$ cat config.mk
export PLATFORM = sky130hd
export DESIGN_NAME = uart_rx
export DESIGN_NICKNAME = d
export VERILOG_FILES = /design/src/rtl/uart_pkg.sv /design/src/rtl/uart_sync2.sv /design/src/rtl/uart_rx.sv
export SDC_FILE = /design/constraint.sdc
export NUM_CORES = 1
export LEC_CHECK = 0
export BUFFER_PORTS_ARGS = -buffer_cell sky130_fd_sc_hd__buf_2
export CAP_MARGIN = 30
export CORE_MARGIN = 2
export CORE_UTILIZATION = 35
export CTS_BUF_LIST = sky130_fd_sc_hd__clkbuf_4 sky130_fd_sc_hd__clkbuf_8
export DETAILED_ROUTE_END_ITERATION = 8
export PLACE_DENSITY_LB_ADDON = 0.05
export SKIP_LAST_GASP = 1
export SYNTH_ARGS = -nofsm -noshare
export SYNTH_HDL_FRONTEND = slang
export SYNTH_SLANG_ARGS = --single-unit
export TNS_END_PERCENT = 100
$ cat constraint.sdc
create_clock -name clk -period 3.04 [get_ports clk]
set_input_delay 0.456 -clock clk [delete_from_list [all_inputs] [get_ports clk]]
set_output_delay 0.456 -clock clk [all_outputs]
set_load 0.05 [all_outputs]
$ cat src/rtl/uart_pkg.sv
// Shared UART definitions: receiver state encoding, default frame geometry
// and parity mode constants used by both the receive and transmit paths.
package uart_pkg;

  localparam int UART_DATA_BITS  = 8;
  localparam int UART_OVERSAMPLE = 16;

  localparam logic UART_PARITY_EVEN = 1'b0;
  localparam logic UART_PARITY_ODD  = 1'b1;

  typedef enum logic [2:0] {
    ST_IDLE      = 3'd0,
    ST_START     = 3'd1,
    ST_DATA      = 3'd2,
    ST_PARITY    = 3'd3,
    ST_STOP      = 3'd4,
    ST_WAIT_HIGH = 3'd5
  } uart_state_e;

  // Narrower words are zero-extended by the caller, which leaves the XOR unchanged.
  function automatic logic parity_of(input logic [7:0] d);
    return ^d;
  endfunction

endpackage

$ cat src/rtl/uart_sync2.sv
// Two-flop synchronizer for a single asynchronous bit, with a selectable
// reset value so an idle-high line does not look like a start edge out of reset.
module uart_sync2 #(
  parameter logic RESET_VAL = 1'b1
) (
  input  logic clk,
  input  logic rst,
  input  logic d,
  output logic q
);

  logic meta_r;
  logic sync_r;

  // Two-stage capture of the asynchronous input.
  always_ff @(posedge clk) begin
    if (rst) begin
      meta_r <= RESET_VAL;
      sync_r <= RESET_VAL;
    end else begin
      meta_r <= d;
      sync_r <= meta_r;
    end
  end

  assign q = sync_r;

endmodule

$ cat src/rtl/uart_rx.sv
// Oversampling UART receiver: mid-bit sampling driven by an external
// sample_tick, optional parity, and break handling that waits for the line to return high.
module uart_rx
  import uart_pkg::*;
#(
  parameter int DATA_BITS  = UART_DATA_BITS,
  parameter int OVERSAMPLE = UART_OVERSAMPLE,
  parameter int PARITY_EN  = 1,
  parameter int PARITY_ODD = 0
) (
  input  logic                 clk,
  input  logic                 rst,
  input  logic                 sample_tick,
  input  logic                 rx_in,
  output logic [DATA_BITS-1:0] rx_data,
  output logic                 rx_valid,
  output logic                 parity_err,
  output logic                 frame_err,
  output logic                 busy
);

  localparam int CNT_W = $clog2(OVERSAMPLE);
  localparam logic [CNT_W-1:0] CNT_ZERO  = CNT_W'(0);
  localparam logic [CNT_W-1:0] CNT_ONE   = CNT_W'(1);
  localparam logic [CNT_W-1:0] TICK_HALF = CNT_W'(OVERSAMPLE / 2 - 1);
  localparam logic [CNT_W-1:0] TICK_LAST = CNT_W'(OVERSAMPLE - 1);
  localparam logic [CNT_W-1:0] BIT_LAST  = CNT_W'(DATA_BITS - 1);
  localparam logic ODD_MODE   = (PARITY_ODD != 0) ? UART_PARITY_ODD : UART_PARITY_EVEN;
  localparam logic PARITY_ON  = (PARITY_EN != 0) ? 1'b1 : 1'b0;

  uart_state_e          state_r, state_next_s;
  logic [CNT_W-1:0]     tick_cnt_r, tick_cnt_next_s;
  logic [CNT_W-1:0]     bit_cnt_r, bit_cnt_next_s;
  logic [DATA_BITS-1:0] shift_r, shift_next_s;
  logic                 par_err_r, par_err_next_s;
  logic                 load_s;
  logic                 rx_s;

  uart_sync2 #(.RESET_VAL(1'b1)) u_sync (
    .clk (clk),
    .rst (rst),
    .d   (rx_in),
    .q   (rx_s)
  );

  // Frame state register and its datapath counters.
  always_ff @(posedge clk) begin
    if (rst) begin
      state_r    <= ST_IDLE;
      tick_cnt_r <= CNT_ZERO;
      bit_cnt_r  <= CNT_ZERO;
      shift_r    <= '0;
      par_err_r  <= 1'b0;
    end else begin
      state_r    <= state_next_s;
      tick_cnt_r <= tick_cnt_next_s;
      bit_cnt_r  <= bit_cnt_next_s;
      shift_r    <= shift_next_s;
      par_err_r  <= par_err_next_s;
    end
  end

  // Next-state logic; every counter movement is gated by sample_tick.
  always_comb begin
    state_next_s    = state_r;
    tick_cnt_next_s = tick_cnt_r;
    bit_cnt_next_s  = bit_cnt_r;
    shift_next_s    = shift_r;
    par_err_next_s  = par_err_r;
    load_s          = 1'b0;
    if (sample_tick) begin
      case (state_r)
        ST_IDLE: begin
          tick_cnt_next_s = CNT_ZERO;
          if (!rx_s) begin
            state_next_s = ST_START;
          end else begin
            state_next_s = ST_IDLE;
          end
        end
        ST_START: begin
          if (tick_cnt_r == TICK_HALF) begin
            tick_cnt_next_s = CNT_ZERO;
            bit_cnt_next_s  = CNT_ZERO;
            state_next_s    = rx_s ? ST_IDLE : ST_DATA;
          end else begin
            tick_cnt_next_s = tick_cnt_r + CNT_ONE;
          end
        end
        ST_DATA: begin
          if (tick_cnt_r == TICK_LAST) begin
            tick_cnt_next_s = CNT_ZERO;
            shift_next_s    = {rx_s, shift_r[DATA_BITS-1:1]};
            if (bit_cnt_r == BIT_LAST) begin
              bit_cnt_next_s = CNT_ZERO;
              state_next_s   = PARITY_ON ? ST_PARITY : ST_STOP;
            end else begin
              bit_cnt_next_s = bit_cnt_r + CNT_ONE;
            end
          end else begin
            tick_cnt_next_s = tick_cnt_r + CNT_ONE;
          end
        end
        ST_PARITY: begin
          if (tick_cnt_r == TICK_LAST) begin
            tick_cnt_next_s = CNT_ZERO;
            par_err_next_s  = (parity_of(8'(shift_r)) ^ rx_s) != ODD_MODE;
            state_next_s    = ST_STOP;
          end else begin
            tick_cnt_next_s = tick_cnt_r + CNT_ONE;
          end
        end
        ST_STOP: begin
          if (tick_cnt_r == TICK_LAST) begin
            tick_cnt_next_s = CNT_ZERO;
            load_s          = 1'b1;
            state_next_s    = rx_s ? ST_IDLE : ST_WAIT_HIGH;
          end else begin
            tick_cnt_next_s = tick_cnt_r + CNT_ONE;
          end
        end
        ST_WAIT_HIGH: begin
          tick_cnt_next_s = CNT_ZERO;
          if (rx_s) begin
            state_next_s = ST_IDLE;
          end else begin
            state_next_s = ST_WAIT_HIGH;
          end
        end
        default: begin
          state_next_s    = ST_IDLE;
          tick_cnt_next_s = CNT_ZERO;
          bit_cnt_next_s  = CNT_ZERO;
        end
      endcase
    end else begin
      load_s = 1'b0;
    end
  end

  // Result register: data and flags update together on the stop-bit sample.
  always_ff @(posedge clk) begin
    if (rst) begin
      rx_data    <= '0;
      rx_valid   <= 1'b0;
      parity_err <= 1'b0;
      frame_err  <= 1'b0;
      busy       <= 1'b0;
    end else begin
      rx_valid <= load_s;
      busy     <= (state_next_s != ST_IDLE);
      if (load_s) begin
        rx_data    <= shift_r;
        parity_err <= PARITY_ON & par_err_r;
        frame_err  <= ~rx_s;
      end
    end
  end

endmodule
# Yosys cells after proc, flatten, opt, wreduce, memory -nomap -nowiden
# Cells that the tools add are included.
# totals
reg_bits,34
input_bits,4
output_inout_bits,12
word_cells,55
# classes
add_sub_neg,2
eq_ne,10
mux,20
bitwise_logic,3
reduce_logical,8
# op_table
cell,count
2-to-1 mux 3 bit,7
2-to-1 mux 4 bit,5
one-hot mux 3 bit (6 select lines),1
one-hot mux 4 bit (3 select lines),1
"adder 4 x 1 -> 4 bit, second input constant",2
"equality test 4 x 3 -> 1 bit, second input constant",2
one-hot mux 4 bit (2 select lines),1
parity 8 bit,1
"equality test 3 x 2 -> 1 bit, second input constant",2
"equality test 3 bit, second input constant",2
AND reduction 3 bit,2
"equality test 4 bit, second input constant",1
2-to-1 mux 1 bit,4
"!= test 2 bit, second input constant",2
AND reduction 4 bit,1
OR reduction 4 bit,1
"equality test 3 x 1 -> 1 bit, second input constant",1
logical NOT 3 bit,1
nonzero test 3 bit,1
OR reduction 3 bit,1
2-to-1 mux 2 bit,1
inverter 1 bit,2
XOR 1 bit,1

# Depth between registers and ports, before layout
# Gate-level depths: netlist (run 1).
# logic_depth
ltp_word,6
mapped_depth,7
ltp_nobuf,5

# By module
# From an unflattened synthesis (run 1), not the netlist that was laid out.
# hier_totals
hier_cells,196
hier_area_um2,1717.9
# by_module_without_submodules
module,instances,cells_each,area_each_um2,seq_area_each_um2
uart_rx,1,192,1665.3,640.6
uart_sync2,1,4,52.6,40.0

# Worst setup path before layout (run 1)
# Ideal clock, no wire load.
# synth_path
path_type,register to register
start,register tick_cnt_r[0]
end,register rx_data[0]
setup_ps,128
arrival_ps,1733
required_ps,2912
slack_ps,1180
stages_incl_launch_ff,8
n_path_buf,2
period_less_slack_ps,1860
path_cell_list,dfxtp_1 ha_1 clkbuf_2 nand4_1 nor4b_2 buf_2 mux2i_1 nor2_1
# synth_between
elab_chain_cells,4
# synth_lines
item,line_no,text
start: declaration,uart_rx.sv:32,"logic [CNT_W-1:0] tick_cnt_r, tick_cnt_next_s;"
start signal: assignment,uart_rx.sv:56,tick_cnt_r <= tick_cnt_next_s;
equality test 4 bit,uart_rx.sv:114,if (tick_cnt_r == TICK_LAST) begin
2-to-1 mux 1 bit,uart_rx.sv:114,
2-to-1 mux 1 bit,uart_rx.sv:72,case (state_r)
2-to-1 mux 1 bit,uart_rx.sv:71,if (sample_tick) begin
end signal: assignment,uart_rx.sv:153,rx_data <= shift_r;
end: declaration,uart_rx.sv:15,"output logic [DATA_BITS-1:0] rx_data,"
# No other way between the ends.
# A chain may end at the register's enable or synchronous reset.

# Worst setup path after layout (run 1)
# layout_path
start,register tick_cnt_r[0]
end,register rx_data[5]
# Same word-level chain as after synthesis.

==> results by group, run 1 <==
Placed design
  – Routability Congestion: 0.883
  – Port Buf Inserts: 15
  – Place WS: 843 ps
  – HPWL after DPL: 2570 um

Timing
  – Period Utilization, post-route: 72.3%
  – Worst Max-Slew Pin Slew: 653 ps
  – Final Skew: 4.75 ps
  – Setup TNS: 0 ps
  – Fin worst setup slack: 843 ps
  – Final setup fails: 0
  – Hold_ws: 367 ps
  – RSZ-0062 raised after global routing: false
  – Fmax: 0.455 GHz
  – Final Hold Fails: 0
  – Pins Over Slew Limit: 0
  – Min Clock Period, post-route: 2200 ps
  – Slew HR: 56.5%

Logic synthesis
  – Number of synthesized flops with an enable pin: 0
  – Top post-synthesis cells by count: 34 x dfxtp_1, 17 x nand2_1, 17 x nor2_1
  – Main synth FF type: dfxtp_1
  – Synth warn: 0
  – Cell taking the most area after synthesis: dfxtp_1
  – Share of the synthesized area in the top cell type: 39.7%
  – Mapped Avg Cell Area: 8.57 um^2
  – Post-Synthesis Cells: 200
  – Most common cell in the netlist: dfxtp_1
  – Post-synthesis net count: 206
  – Seq cells post-synth: 34
  – Async S/R FF share, synth: 0%
  – Mapped Area: 1710 um^2
  – Top post-synthesis cells by area: dfxtp_1 40%, mux2i_1 5.8%, a21oi_1 4.7%
  – Sequential area share after synthesis: 39.7%
  – Synth unique cells: 47

Die
  – Area of the core: 4720 um^2
  – Initial core utilization: 36.3%
  – Die Y-Extent: 74.0 um
  – Die Footprint: 5470 um^2
  – Ports: 16
  – Die Width: 74.0 um
  – Row count: 25

Flow run
  – Max Cap Viol: 0

CTS
  – Clock buffer depth: 2
  – CTS resizes: 0
  – Worst-path clk slew: 70 ps
  – Clock Latency Late Sink: 280 ps
  – Root Driver: clkbuf_8
  – H-tree Lvls: 2
  – Clk sinks: 34
  – Number of CTS-inserted buffers: 5
  – Post-cts hold buffer count: 0
  – CTS tree: yes
  – Setup Buffers After CTS: 0

Power
  – Worst vdd ir: 164 uV
  – Power Total: 844 uW
  – Part of the power in registers: 54.1%
  – Power per cell area: 442 nW/um^2
  – Internal power: 655 uW
  – Clk pwr share: 41.6%
  – Logic pwr share: 4.4%
  – Switching power: 188 uW
  – Switching Share: 22.3%
  – Leak: 0.000680 uW

Critical path
  – Worst EP arrival: 2340 ps
  – Worst reg2reg setup slack: 840 ps
  – Crit Path Max Fanout: 12
  – CP Launch Type: flip-flop
  – WP data required: 3190 ps
  – Crit Path Class: reg2reg
  – Worst Setup End Kind: flip-flop

Cells and area
  – Area grow syn2layout: 11.5%
  – Ant diodes: 0
  – Nets@finish: 214
  – FILL cells: 499
  – Layout cells sized above 1: 15.8%

Routing
  – # DRC: 0
  – DR iter-0 viols: 135
  – Final ANT Viol Nets: 0
  – Detailed Route WL: 3740 um
  – Drt pass-1 iters: 4
  – Drt via density: 5.20
  – Total number of vias: 1435
  – Post-DR wirelength/cell: 13.5 um

Global route
  – First-pass GRT wire length: 6520 um
  – Initial antenna violation count: 0
  – Largest net degree at the start of global routing: 39
  – Grt ovf: 0
  – GRT Total Usage: 15.5%
  – Vias in the first global route: 1407

Worst hold path
  – Min-delay worst type: in2reg

Outcome
  – Run status: complete, no violations
[metal layers]
layer	part of all wire (%)	wire length [um]	global-route usage, %
met4	1.2	45	7.07
met2	48	1790	25.0
met5	0	0	0
met1	47	1770	19.5
met3	3.5	132	4.07
[placed cells by master, fill, tap and decap left out, types with 3 or more instances in the layout]
| cell | count |
|---|---|
| buf_2 | 15 |
| a31oi_1 | 3 |
| nand3_1 | 6 |
| xnor2_1 | 3 |
| o2111ai_1 | 3 |
| nor2_1 | 17 |
| inv_1 | 6 |
| nand2_1 | 17 |
| nand3b_1 | 4 |
| or2_2 | 3 |
| nand2b_1 | 4 |
| a21oi_1 | 16 |
| o21ai_0 | 12 |
| a211oi_1 | 3 |
| mux2i_1 | 10 |
| o21a_1 | 3 |
| nor2b_1 | 4 |
| dfxtp_1 | 34 |
| nor3_1 | 4 |
| clkbuf_8 | 6 |
[kinds of logic after synthesis]
logic type,Yosys count,synth area share [%]
and+or+nand+nor,72,22.3
AOI/OAI and AO/OA,53,19.9
DFF,34,39.7
buffers and inverters,22,5.55
muxes,10,5.84
xor gates and xnor gates,7,5.18
adders and majority gates,2,1.46
[worst paths after layout]
| check | endpoint | cells past startpoint | from |
|---|---|---|---|
| worst max-delay path | rx_data[5] | 6 | tick_cnt_r[0] |
| worst min-delay path | u_sync.meta_r | 2 | rx_in |
| worst max register to register | rx_data[5] | 6 | tick_cnt_r[0] |
| worst min register to register | u_sync.q | 1 | u_sync.meta_r |
[critical path, stage by stage (launching register included)]
cell and delay [ps]:
dfxtp_1 390, ha_1 320, nand4_1 430, nor4b_2 370, buf_4 270, mux2i_1 220, nor2_1 50
[power groups by stage]
stage | Combinational [uW] | Clock (uW) | Sequential, uW
floorplan | 28.6 | 0 | 465
global placement | 36.4 | 0 | 466
detailed placement | 37.0 | 0 | 466
CTS | 37.1 | 368 | 456
global route | 41.8 | 391 | 456
finish | 37.0 | 350 | 456
[cell type report]
type	instances	area (um^2)	area share, %
Clock buffer	7	90.1	4.72
Clock inverter	1	5.00	0.262
Inverter	6	22.5	1.18
Multi-Input combinational cell	144	938	49.1
Sequential cell	34	681	35.6
Tap cell	67	83.8	4.39
Timing Repair Buffer	17	90.1	4.72
[through the flow]
step,utilization (%),cells,cell area [um^2]
after global routing,40.5,276,1910
after floorplan,-,200,1710
after global placement,38.4,268,1820
final,40.5,276,1910
after CTS,40.5,276,1910
after detailed placement,38.4,268,1820
[state kept, by name, summed over array words and instances, names as in the netlist]
| register | count |
|---|---|
| par_err_r | 1 |
| rx_data | 8 |
| parity_err | 1 |
| bit_cnt_r | 4 |
| frame_err | 1 |
| state_r | 3 |
| busy | 1 |
| u_sync.meta_r | 1 |
| u_sync.q | 1 |
| rx_valid | 1 |
| tick_cnt_r | 4 |
| shift_r | 8 |
Power figures use the tool's default switching activity.
==> run 2: changes to the inputs <==
--- a/config.mk
+++ b/config.mk
@@ -5,6 +5,7 @@
 export SDC_FILE = /design/constraint.sdc
 export NUM_CORES = 1
 export LEC_CHECK = 0
+export ABC_AREA = 1
 export BUFFER_PORTS_ARGS = -buffer_cell sky130_fd_sc_hd__buf_2
 export CAP_MARGIN = 30
 export CORE_MARGIN = 2
==> constraint.sdc (replaced) <==
create_clock -name clk -period 1.84 [get_ports clk]
set_input_delay 0.276 -clock clk [delete_from_list [all_inputs] [get_ports clk]]
set_output_delay 0.276 -clock clk [all_outputs]
set_load 0.05 [all_outputs]
==> run 2 against run 1 <==
Net effect: flip-flop and latch count unchanged; highest routed layer unchanged; sequential share of layout area up 0.96 points; power grew 77%; critical endpoint is now rx_data[6]; final area fell by 2.6%; critical path depth is 2 higher; setup slack got worse by 650 ps; critical path type unchanged; sequential power is 64% higher; combinational power increased by 34%; first-iteration DRC count fell by 64%; clock skew is 3.6 ps higher; clock-buffer cell count is 2 lower.
==> results by group, run 2 <==
Power
  – Part of the power in registers: 49.8% (-4.3 points)
  – Worst vdd ir: 490 uV (+200%)
  – Leak: 0.000907 uW (+33%)
  – Logic pwr share: 3.3% (-1.1 points)
  – Power per cell area: 805 nW/um^2 (+82%)
  – Switching power: 339 uW (+80%)
  – Switching Share: 22.7% (+0.37 points)
  – Internal power: 1160 uW (+77%)
  – Clk pwr share: 46.9% (+5.3 points)

Logic synthesis
  – Mapped Area: 1630 um^2 (-5.0%)
  – Main synth FF type: dfxtp_1
  – Seq cells post-synth: 34 (unchanged)
  – Mapped Avg Cell Area: 7.14 um^2 (-17%)
  – Synth unique cells: 25 (-47%)
  – Top post-synthesis cells by area: dfxtp_1 42%, nor2_1 11%, nand2_1 9.0%
  – Share of the synthesized area in the top cell type: 41.8% (+2.1 points)
  – Post-Synthesis Cells: 228 (+14%)
  – Post-synthesis net count: 234 (+14%)
  – Most common cell in the netlist: nor2_1
  – Async S/R FF share, synth: 0% (unchanged)
  – Top post-synthesis cells by count: 48 x nor2_1, 39 x nand2_1, 34 x dfxtp_1
  – Cell taking the most area after synthesis: dfxtp_1
  – Number of synthesized flops with an enable pin: 0 (unchanged)
  – Sequential area share after synthesis: 41.8% (+2.1 points)
  – Synth warn: 0 (unchanged)

CTS
  – Clk sinks: 34 (unchanged)
  – Setup Buffers After CTS: 0 (unchanged)
  – Worst-path clk slew: 70 ps (about the same)
  – Clock Latency Late Sink: 290 ps (about the same)
  – CTS resizes: 0 (unchanged)
  – H-tree Lvls: 2 (unchanged)
  – Number of CTS-inserted buffers: 5 (unchanged)
  – Post-cts hold buffer count: 0 (unchanged)
  – CTS tree: yes
  – Root Driver: clkbuf_8
  – Clock buffer depth: 2 (unchanged)

Timing
  – Pins Over Slew Limit: 0 (unchanged)
  – RSZ-0062 raised after global routing: false
  – Slew HR: 62.9% (+6.5 points)
  – Period Utilization, post-route: 89.7% (+17 points)
  – Final Skew: 8.39 ps (+3.64 ps)
  – Worst Max-Slew Pin Slew: 555 ps (-97.7 ps)
  – Fmax: 0.606 GHz (+33%)
  – Min Clock Period, post-route: 1650 ps (-546 ps)
  – Final Hold Fails: 0 (unchanged)
  – Setup TNS: 0 ps (unchanged)
  – Hold_ws: 165 ps (-201 ps)
  – Final setup fails: 0 (unchanged)

Placed design
  – Port Buf Inserts: 15 (unchanged)
  – Routability Congestion: 0.921 (+4.2%)
  – HPWL after DPL: 2530 um (-1.8%)

Routing
  – Detailed Route WL: 3610 um (-3.5%)
  – Final ANT Viol Nets: 0 (unchanged)
  – Drt via density: 4.80 (-7.6%)
  – Post-DR wirelength/cell: 12.1 um (-11%)
  – Total number of vias: 1436 (+0.070%)
  – Drt pass-1 iters: 4 (unchanged)
  – DR iter-0 viols: 48 (-64%)
  – # DRC: 0 (unchanged)

Die
  – Ports: 16 (unchanged)
  – Die Y-Extent: 72.2 um (-2.4%)
  – Row count: 24 (-4.0%)
  – Area of the core: 4410 um^2 (-6.5%)
  – Die Footprint: 5210 um^2 (-4.8%)
  – Initial core utilization: 36.9% (+0.59 points)
  – Die Width: 72.2 um (-2.4%)

Outcome
  – Run status: complete, no violations

Critical path
  – Worst reg2reg setup slack: 190 ps (-650 ps)
  – CP startpoint: tick_cnt_r[0]
  – Worst EP arrival: 1840 ps (-500 ps)
  – Crit path capture: rx_data[6]
  – Crit-path slowest cell: dfxtp_1
  – Crit Path Class: reg2reg
  – Cells along the critical path: ha_2, nand3_2, nor2_2, inv_2, nor2_4, inv_2, nor2_1, nor2_1
  – WP data required: 2030 ps (-1160 ps)
  – Crit-path max cell delay: 400 ps (-30 ps)
  – FF-to-FF path depth: 8 (+2)
  – Worst r2r dst: rx_data[6]
  – CP Launch Type: flip-flop
  – Critical path depth: 8 (+2)
  – Worst Setup End Kind: flip-flop
  – CP top delay family: simple AND/OR/NAND/NOR gates
  – CP bufs+invs: 2 (+1)
  – RR Startpoint: tick_cnt_r[0]
  – Crit Path Max Fanout: 12 (unchanged)

Cells and area
  – Most frequent cells in the layout: 48 x nor2_1, 39 x nand2_1, 34 x dfxtp_1, 19 x o21ai_0
  – Nets@finish: 252 (+18%)
  – Ant diodes: 0 (unchanged)
  – Area grow syn2layout: 14.3%
  – Commonest non-fill, non-tap cell in the layout: nor2_1
  – Largest regs: rx_data (8), shift_r (8)
  – Layout cells sized above 1: 20.2% (+4.5 points)

Global route
  – Vias in the first global route: 1318 (-6.3%)
  – Grt ovf: 0 (unchanged)
  – Initial antenna violation count: 0 (unchanged)
  – GRT Total Usage: 15.2% (-0.31 points)
  – First-pass GRT wire length: 6100 um (-6.5%)
  – Largest net degree at the start of global routing: 22 (-44%)

Flow run
  – Max Cap Viol: 0 (unchanged)

Worst hold path
  – Min-delay worst type: in2reg
run 2: worst min path at each step:
stage                        startpoint             to  depth (start not counted)
after floorplan                   rx_in  u_sync.meta_r                          1
after global placement    u_sync.meta_r       u_sync.q                          1
after detailed placement  u_sync.meta_r       u_sync.q                          1
after CTS                         rx_in  u_sync.meta_r                          2
after global routing              rx_in  u_sync.meta_r                          2
final                             rx_in  u_sync.meta_r                          2
run 2: logic make-up (layout without fill, tap and decap cells):
logic type                 count (synthesis)  in the layout  synth area share (%)
xor gates and xnor gates                   8              8                  4.30
and+or+nand+nor                          122            122                  33.7
buffers and inverters                     24             43                  6.07
adders and majority gates                  2              2                  1.54
AOI/OAI and AO/OA                         38             38                  12.5
DFF                                       34             34                  41.8
run 2: power groups by stage:
stage | clock, uW | sequential (uW) | combinational [uW]
after floorplan | 0 | 764 | 32.2
after global placement | 0 | 763 | 50.8
after detailed placement | 0 | 763 | 51.3
after CTS | 721 | 745 | 51.2
after global routing | 746 | 746 | 57.1
final | 702 | 746 | 49.5
run 2: layout make-up:
cell class | instances | area, um^2
Fill cell | 465 | 2550
Clock buffer | 5 | 68.8
Multi-Input combinational cell | 170 | 851
Sequential cell | 34 | 681
Tap cell | 52 | 65.1
Clock inverter | 3 | 45.0
Timing Repair Buffer | 15 | 75.1
Inverter | 20 | 75.1
run 2: worst register-to-register path, delay by kind of cell, from the launching register on:
kind / cells / cell delay [ps]
simple gates: 5 / 670
flops: 1 / 400
fa+ha+maj: 1 / 250
buf+inv: 2 / 230
run 2: per-stage QoR:
step	worst slack [ps]	area [um^2]	utilization, %	power (uW)	cells
2_1_floorplan	452	1630	-	797	228
3_3_place_gp	214	1740	39.5	814	291
3_5_place_dp	167	1740	39.5	814	291
4_1_cts	148	1860	42.1	1520	299
5_1_grt	31.1	1860	42.1	1550	299
6_report	189	1860	42.1	1500	299
run 2: routing by layer:
| layer | up-vias | GRT usage, % | wire, um | part of all wire (%) |
|---|---|---|---|---|
| met2 | 18 | 24.1 | 1650 | 46 |
| met5 | - | 0 | 0 | 0 |
| met1 | 635 | 19.2 | 1780 | 49 |
| met3 | 9 | 3.75 | 104 | 2.9 |
| met4 | 0 | 7.76 | 73 | 2.0 |
| li1 | 774 | - | - | - |
==> run 3: changes to the inputs <==
==> constraint.sdc (replaced) <==
create_clock -name clk -period 1.8 [get_ports clk]
set_input_delay 0.27 -clock clk [delete_from_list [all_inputs] [get_ports clk]]
set_output_delay 0.27 -clock clk [all_outputs]
set_load 0.05 [all_outputs]
==> run 3 against run 2 <==
Net effect: sequential share of layout area shrank 0.53 points; global-route usage unchanged; utilization is 0.62 points higher; critical path depth did not move; worst hold slack got worse by 5.8 ps; register-to-register slack improved by 20 ps; setup slack improved by 24 ps; maximum frequency rose by 4.0%; die area is the same.
==> results by group, run 3 (synthesis gave the netlist of run 2 again) <==
Critical path
  – CP Launch Type: flip-flop
  – RR Startpoint: tick_cnt_r[0]
  – Worst reg2reg setup slack: 210 ps (+20 ps)
  – Crit-path slowest cell: dfxtp_1
  – FF-to-FF path depth: 8 (unchanged)
  – Worst EP arrival: 1770 ps (-70 ps)
  – Critical path depth: 8 (unchanged)
  – Crit Path Class: reg2reg
  – Worst r2r dst: busy
  – Crit Path Max Fanout: 5 (-7)
  – Cells along the critical path: ha_2, nand3_2, o21ai_0, o21ai_0, a21oi_1, nand3_1, nand2_1, nand2_1
  – Worst Setup End Kind: flip-flop
  – CP bufs+invs: 0 (-2)
  – WP data required: 1990 ps (-40 ps)
  – Crit-path max cell delay: 400 ps (about the same)
  – CP top delay family: compound AO/OA/AOI/OAI gates

Routing
  – Final ANT Viol Nets: 0 (unchanged)
  – DR iter-0 viols: 43 (-10%)
  – Drt pass-1 iters: 4 (unchanged)
  – Total number of vias: 1448 (+0.84%)
  – Drt via density: 4.81 (+0.17%)
  – Post-DR wirelength/cell: 12.0 um (-0.69%)
  – Detailed Route WL: 3600 um (about the same)
  – # DRC: 0 (unchanged)

Power
  – Leak: 0.000919 uW (+1.3%)
  – Power per cell area: 810 nW/um^2 (+0.64%)
  – Switching power: 346 uW (+1.8%)
  – Worst vdd ir: 501 uV (+2.2%)
  – Switching Share: 22.6% (-0.065 points)
  – Logic pwr share: 3.3% (about the same)
  – Internal power: 1180 uW (+2.2%)
  – Clk pwr share: 46.8% (about the same)
  – Part of the power in registers: 49.8% (about the same)

Worst hold path
  – Hold wc startpoint: rx_in
  – Min-delay worst type: in2reg
  – Hold Path Depth: 2 (unchanged)
  – Worst Hold Endpoint: u_sync.meta_r

Outcome
  – Run status: complete, no violations

Global route
  – Vias in the first global route: 1318 (unchanged)
  – Largest net degree at the start of global routing: 22 (unchanged)
  – GRT Total Usage: 15.2% (unchanged)
  – First-pass GRT wire length: 6100 um (unchanged)
  – Initial antenna violation count: 0 (unchanged)
  – Grt ovf: 0 (unchanged)

Die
  – Die Footprint: 5210 um^2 (unchanged)
  – Die Y-Extent: 72.2 um (unchanged)
  – Ports: 16 (unchanged)
  – Die Width: 72.2 um (unchanged)
  – Row count: 24 (unchanged)
  – Area of the core: 4410 um^2 (unchanged)
  – Initial core utilization: 36.9% (unchanged)

Timing
  – Final Hold Fails: 0 (unchanged)
  – Pins Over Slew Limit: 0 (unchanged)
  – RSZ-0062 raised after global routing: false
  – Period Utilization, post-route: 88.1% (-1.6 points)
  – Final setup fails: 0 (unchanged)
  – Worst Max-Slew Pin Slew: 548 ps (-7.49 ps)
  – Final Skew: 5.20 ps (-3.19 ps)
  – Slew HR: 63.4% (+0.50 points)
  – Setup TNS: 0 ps (unchanged)
  – Min Clock Period, post-route: 1590 ps (-64.0 ps)
  – Hold_ws: 159 ps (-5.85 ps)
  – Fmax: 0.630 GHz (+4.0%)

Cells and area
  – Nets@finish: 254 (+0.79%)
  – Ant diodes: 0 (unchanged)
  – Commonest non-fill, non-tap cell in the layout: nor2_1
  – Most frequent cells in the layout: 48 x nor2_1, 39 x nand2_1, 34 x dfxtp_1, 19 x o21ai_0
  – Area grow syn2layout: 16.0%
  – Layout cells sized above 1: 20.9% (+0.64 points)
  – Largest regs: rx_data (8), shift_r (8)

CTS
  – Worst-path clk slew: 70 ps (about the same)
  – CTS tree: yes
  – Clk sinks: 34 (unchanged)
  – Number of CTS-inserted buffers: 5 (unchanged)
  – Clock buffer depth: 2 (unchanged)
  – Clock Latency Late Sink: 290 ps (about the same)
  – Root Driver: clkbuf_8
  – H-tree Lvls: 2 (unchanged)
  – Post-cts hold buffer count: 0 (unchanged)

Placed design
  – HPWL after DPL: 2530 um (unchanged)
  – Port Buf Inserts: 15 (unchanged)
  – Routability Congestion: 0.921 (unchanged)

Flow run
  – Max Cap Viol: 0 (unchanged)
[run 3: layer usage]
layer / wire length (um) / track usage [%]
met5: 0 / 0
met4: 73 / 7.76
met3: 105 / 3.75
met2: 1650 / 24.1
met1: 1780 / 19.2
[run 3: through the flow]
stage | cell area, um^2 | setup slack (ps) | std cells | util, % | power (uW)
floorplan | 1630 | 412 | 228 | - | 814
global placement | 1740 | 174 | 291 | 39.5 | 832
detailed placement | 1740 | 127 | 291 | 39.5 | 832
CTS | 1860 | 108 | 299 | 42.1 | 1550
global route | 1890 | 15.1 | 301 | 42.8 | 1580
finish | 1890 | 213 | 301 | 42.8 | 1530
[run 3: timing repair]
| action | 4_1_cts | 5_1_grt |
|---|---|---|
| buffers inserted | 0 | 2 |
| gates resized for setup | 0 | 1 |
| endpoints found under the setup margin | 0 | 6 |
[run 3: layout make-up]
| type | count | area (um^2) |
|---|---|---|
| Sequential cell | 34 | 681 |
| Timing Repair Buffer | 17 | 103 |
| Clock inverter | 3 | 45.0 |
| Clock buffer | 5 | 68.8 |
| Fill cell | 461 | 2530 |
| Inverter | 20 | 75.1 |
| Multi-Input combinational cell | 170 | 851 |
| Tap cell | 52 | 65.1 |
[run 3: power by group through the flow]
stage               clock (uW)  sequential, uW  combinational, uW
floorplan                    0             781               32.9
global placement             0             780               51.9
detailed placement           0             780               52.4
CTS                        737             762               52.3
global route               762             763               58.4
finish                     716             762               50.6
[run 3: worst max path at each step]
| stage | startpoint | endpoint | slack, ps |
|---|---|---|---|
| after global routing | tick_cnt_r[1] | busy | 20 |
| after floorplan | tick_cnt_r[0] | busy | 410 |
| after CTS | tick_cnt_r[0] | rx_data[6] | 110 |
| after global placement | tick_cnt_r[0] | rx_data[6] | 170 |
| after detailed placement | tick_cnt_r[0] | rx_data[6] | 130 |
| final | tick_cnt_r[0] | busy | 210 |
